File: config.mk
export PLATFORM = sky130hd
export DESIGN_NAME = clk_div_sequencer
export DESIGN_NICKNAME = d
export VERILOG_FILES = /design/src/rtl/clk_div_sequencer.sv
export SDC_FILE = /design/constraint.sdc
export NUM_CORES = 1
export LEC_CHECK = 0
export ABC_AREA = 1
export ABC_CLOCK_PERIOD_IN_PS = 5200
export CORE_MARGIN = 10
export CORE_UTILIZATION = 59
export DETAILED_ROUTE_END_ITERATION = 16
export GPL_TIMING_DRIVEN = 0
export HOLD_SLACK_MARGIN = 0.15
export PLACE_DENSITY = 0.85
export SYNTH_ARGS = -nofsm -noshare
export SYNTH_HDL_FRONTEND = slang
export SYNTH_SLANG_ARGS = --single-unit
File: constraint.sdc
create_clock -name clk_in -period 5.2 [get_ports clk_in]
set_input_delay 0.78 -clock clk_in [delete_from_list [all_inputs] [get_ports clk_in]]
set_output_delay 0.78 -clock clk_in [all_outputs]
set_load 0.005 [all_outputs]
File: src/rtl/clk_div_sequencer.sv
// clk_div_sequencer: programmable clock divider with glitch-free ratio changes at period boundaries
module clk_div_sequencer #(
    parameter int CNT_W       = 8,
    parameter int TOG_W       = 8,
    parameter int DEFAULT_DIV = 2
) (
    input  logic             clk_in,
    input  logic             rst,
    input  logic             run,
    input  logic [CNT_W-1:0] cfg_div,
    input  logic             cfg_valid,
    output logic             cfg_ready,
    output logic             cfg_err,
    output logic             clk_div,
    output logic             strobe,
    output logic [TOG_W-1:0] toggle_counter,
    output logic [CNT_W-1:0] active_div
);

    typedef enum logic [1:0] {STOP, RUN, PEND} state_t;

    state_t           r_state;
    logic [CNT_W-1:0] r_cnt;
    logic [CNT_W-1:0] r_active;
    logic [CNT_W-1:0] r_pending;
    logic             r_clk_div;
    logic             r_strobe;
    logic             r_cfg_err;
    logic [TOG_W-1:0] r_tog;

    state_t           w_state_nxt;
    logic [CNT_W-1:0] w_cnt_nxt;
    logic [CNT_W-1:0] w_active_nxt;
    logic [CNT_W-1:0] w_pending_nxt;
    logic             w_xfer;
    logic             w_legal;
    logic             w_wrap;
    logic             w_running_nxt;
    logic             w_clk_nxt;

    assign cfg_ready      = r_state != PEND;
    assign cfg_err        = r_cfg_err;
    assign clk_div        = r_clk_div;
    assign strobe         = r_strobe;
    assign toggle_counter = r_tog;
    assign active_div     = r_active;

    assign w_xfer        = cfg_valid & cfg_ready;
    assign w_legal       = cfg_div >= CNT_W'(2);
    assign w_wrap        = r_cnt == r_active - CNT_W'(1);
    assign w_running_nxt = w_state_nxt != STOP;
    assign w_clk_nxt     = w_running_nxt && (w_cnt_nxt < (w_active_nxt >> 1));

    // next state, period counter and ratio bookkeeping; ratio only changes with cnt returning to 0
    always_comb begin
        w_state_nxt   = r_state;
        w_cnt_nxt     = r_cnt;
        w_active_nxt  = r_active;
        w_pending_nxt = r_pending;
        case (r_state)
            STOP: begin
                w_cnt_nxt = '0;
                if (w_xfer && w_legal) w_active_nxt = cfg_div;
                if (run) w_state_nxt = RUN;
            end
            RUN: begin
                if (!run) begin
                    w_state_nxt = STOP;
                    w_cnt_nxt   = '0;
                    if (w_xfer && w_legal) w_active_nxt = cfg_div;
                end else begin
                    w_cnt_nxt = w_wrap ? '0 : r_cnt + CNT_W'(1);
                    if (w_xfer && w_legal) begin
                        w_pending_nxt = cfg_div;
                        w_state_nxt   = PEND;
                    end
                end
            end
            PEND: begin
                if (!run) begin
                    w_state_nxt  = STOP;
                    w_cnt_nxt    = '0;
                    w_active_nxt = r_pending;
                end else if (w_wrap) begin
                    w_state_nxt  = RUN;
                    w_cnt_nxt    = '0;
                    w_active_nxt = r_pending;
                end else begin
                    w_cnt_nxt = r_cnt + CNT_W'(1);
                end
            end
            default: begin
                w_state_nxt = STOP;
                w_cnt_nxt   = '0;
            end
        endcase
    end

    // state and registered outputs; clk_div is derived from the next cnt/ratio so it stays aligned with cnt
    always_ff @(posedge clk_in) begin
        if (rst) begin
            r_state   <= STOP;
            r_cnt     <= '0;
            r_active  <= CNT_W'(DEFAULT_DIV);
            r_pending <= '0;
            r_clk_div <= 1'b0;
            r_strobe  <= 1'b0;
            r_cfg_err <= 1'b0;
            r_tog     <= '0;
        end else begin
            r_state   <= w_state_nxt;
            r_cnt     <= w_cnt_nxt;
            r_active  <= w_active_nxt;
            r_pending <= w_pending_nxt;
            r_clk_div <= w_clk_nxt;
            r_strobe  <= w_running_nxt && (w_cnt_nxt == '0);
            r_cfg_err <= w_xfer & ~w_legal;
            if (w_clk_nxt && !r_clk_div) r_tog <= r_tog + TOG_W'(1);
        end
    end

endmodule

==> flow_metrics.py <==
metrics = {
    "cts": {
        "cts_buffer_depth": 2,
        "worst_skew_pair.late_latency_ps": 290,
        "ctsHoldBuffers": 0,
        "cts-root-buf": "clkbuf_8",
        "clkTransAtPathRegs_ps": 80,
        "cts_resized": 0,
        "numCtsBuffers": 5,
        "cts_setup_buffers": 0,
        "numClockSinks": 37,
        "h-tree-depth": 2,
        "cts_tree": "done",
    },
    "placement": {
        "gp_congestion": 0.909,
        "dp_hpwl_mm": 4.75,
        "portBuffers": 30,
    },
    "synth": {
        "yosysSeqAreaShare_pct": 30.9,
        "yosys.cell_count.top_type": "nand2_1",
        "yosys.area_share.xor_xnor_pct": 5.49,
        "synth_top_area_share_pct": 30.9,
        "yosysWarningCount": 0,
        "syn_area_mm2": 0.00239,
        "synth_simple_gate_area_share_pct": 30.9,
        "ys_top_cells_by_count": "nand2_1, nor2_1, inv_1",
        "synth_compound_area_share_pct": 15.9,
        "synthArstFlopShare_pct": 0,
        "synth_area_per_cell_um2": 7.08,
        "yosys.area_share.adder_pct": 7.32,
        "syn_nets": 364,
        "synth.distinct_cells": 38,
        "synth_edf_count": 0,
        "netlist_instances": 338,
        "synthTopCellsByArea": "dfxtp_1, nand2_1, ha_1",
        "synth_top_family_by_area": "simple AND/OR/NAND/NOR gates",
        "ys_ff_latch": 37,
        "synthMuxAreaShare_pct": 0.418,
        "yosys.area.top_type": "dfxtp_1",
        "synth_top_flop_cell": "dfxtp_1",
    },
    "timing": {
        "setup_tns_ps": 0,
        "fin_skew_ps": 2.63,
        "holdWs_ps": 466,
        "fin_crit_sh_pct": 72.7,
        "setup_violations": 0,
        "fin_crit_ps": 3780,
        "max-slew-margin-rel_pct": 56.5,
        "fmax_mhz": 265,
        "rsz0062_at_grt": "false",
        "slew_violations": 0,
        "hold_viol": 0,
        "tightest_slew_ps": 652,
    },
    "layout": {
        "final_nets": 401,
        "register_area_um2": 741,
        "multiInputGateArea_mm2": 0.00144,
        "fillers": 322,
        "area_growth_pct": 20.2,
        "drive_above_1_share_pct": 8.51,
        "antenna-diode-count": 0,
    },
    "global_route": {
        "antenna_found_initial": 0,
        "grt_pass1_vias": 2269,
        "overflow": 0,
        "grt_max_degree": 13,
        "grt_pass1_wl_mm": 10.5,
        "track_usage_pct": 17.5,
    },
    "setup_path": {
        "crit_fanout": 10,
        "worst_ep_arrival_time_ps": 3940,
        "critical_path_class": "reg -> reg",
        "worstSetupStartpointType": "flip-flop",
        "endpoint_kind": "flip-flop",
        "required_ps": 5360,
        "rrSetupSlack_ps": 1420,
    },
    "job": {
        "cap_violations": 0,
    },
    "routing": {
        "vias_per_cell": 5.66,
        "ant_nets": 0,
        "vias": 2410,
        "drtIter0Drc": 217,
        "avgRoutedWirePerCell_um": 14.5,
        "wl_mm": 6.18,
        "route.detailed.drc": 0,
        "firstDrtPassIters": 5,
    },
    "pwr": {
        "leakage_nw": 1.23,
        "power.density_mw_per_mm2": 270,
        "ir_drop_uv": 196,
    },
    "run_status": {
        "status": "finished clean",
    },
    "floorplan": {
        "die_width_um": 83.7,
        "initial_utilization_pct": 60.3,
        "row_count": 23,
        "boundaryPins": 32,
        "die-area_mm2": 0.00700,
        "fp.coreArea_mm2": 0.00397,
        "die_h_um": 83.7,
    },
    "min_path": {
        "hp-class": "reg -> reg",
    },
}
-- logic make-up (layout without fill, tap and decap cells) --
group | after synthesis | count (layout)
mux | 1 | 1
compound gates | 65 | 65
simple gates | 154 | 154
flops | 37 | 37
buf+inv | 52 | 90
xor+xnor | 15 | 15
fa+ha+maj | 14 | 14
-- worst paths after layout --
| path | cells past startpoint | startpoint | to |
|---|---|---|---|
| max | 23 | active_div[0] | toggle_counter[3] |
| min | 2 | r_pending[3] | r_pending[3] |
| max reg2reg | 23 | active_div[0] | toggle_counter[3] |
| min reg2reg | 2 | r_pending[3] | r_pending[3] |
-- area by class of cell --
cell class,instances,area share (%)
tap,50,2.17
sequential,37,25.8
clock inverter,2,1.30
timing repair buffer,30,10.4
multi-input combinational,249,50.0
buffer,7,0.913
inverter,45,6.52
clock buffer,6,2.87
-- placed cells by master (no fill, tap or decap), types with 3 or more instances in the layout --
cell and n:
nand2_1 59, nor2_1 42, inv_1 38, dfxtp_1 37
clkdlybuf4s50_1 30, a21oi_1 28, nand3_1 18, o21ai_0 16
ha_1 14, xor2_1 11, nand4_1 10, a211oi_1 8
clkbuf_1 7, clkbuf_8 6, nand2_2 5, xnor2_1 4
clkinv_1 3, o21ai_1 3, nor2_2 3, nand3b_1 3
nand2_4 3, a22oi_1 3
-- per-stage QoR --
| stage | cells | cell area [um2] | util [%] | worst slack, ps | power, mW |
|---|---|---|---|---|---|
| after CTS | 426 | 2880 | 72.4 | 1460 | 0.779 |
| after global routing | 426 | 2880 | 72.4 | 1100 | 0.815 |
| after floorplan | 338 | 2390 | - | 2010 | 0.450 |
| final | 426 | 2880 | 72.4 | 1420 | 0.776 |
| after global placement | 418 | 2760 | 69.4 | 1310 | 0.512 |
| after detailed placement | 418 | 2760 | 69.4 | 1240 | 0.517 |
-- metal layers --
layer / vias up / global-route usage [%] / routed length [um]
met2: 91 / 29.3 / 2930
met1: 1111 / 21.1 / 2670
li1: 1196 / - / -
met5: - / 0 / 0
met3: 12 / 5.27 / 478
met4: 0 / 4.87 / 104
-- state kept, by name, summed over array words and instances, names as in the netlist --
| signal | flops |
|---|---|
| active_div | 8 |
| r_cnt | 8 |
| r_pending | 8 |
| toggle_counter | 8 |
| r_state | 2 |
| cfg_err | 1 |
| clk_div | 1 |
| strobe | 1 |
-- worst max-delay path, cell delays in order, from the launching register on --
cell and delay, ps:
dfxtp_1 360, bufinv_8 210, ha_1 290, inv_1 50
nand2_1 70, nand2_1 50, nor2_1 90, nand2_1 50
nor2_1 90, nand2_1 80, nor2_2 90, nand2_2 90
nand2_4 110, clkbuf_1 360, o21ai_0 160, a21oi_1 150
o22ai_1 110, ha_1 340, a21oi_1 180, nand3_2 120
a21oi_4 290, nand3_4 170, nand2_1 100, a21oi_1 60
-- power by group --
| part | total [mW] | internal (mW) | leakage, nW | switching, mW |
|---|---|---|---|---|
| sequential | 0.316 | 0.299 | 0.301 | 0.0172 |
| clock | 0.263 | 0.156 | 0.0574 | 0.107 |
| combinational | 0.198 | 0.0814 | 0.873 | 0.116 |
(Power assumes the default switching activity.)
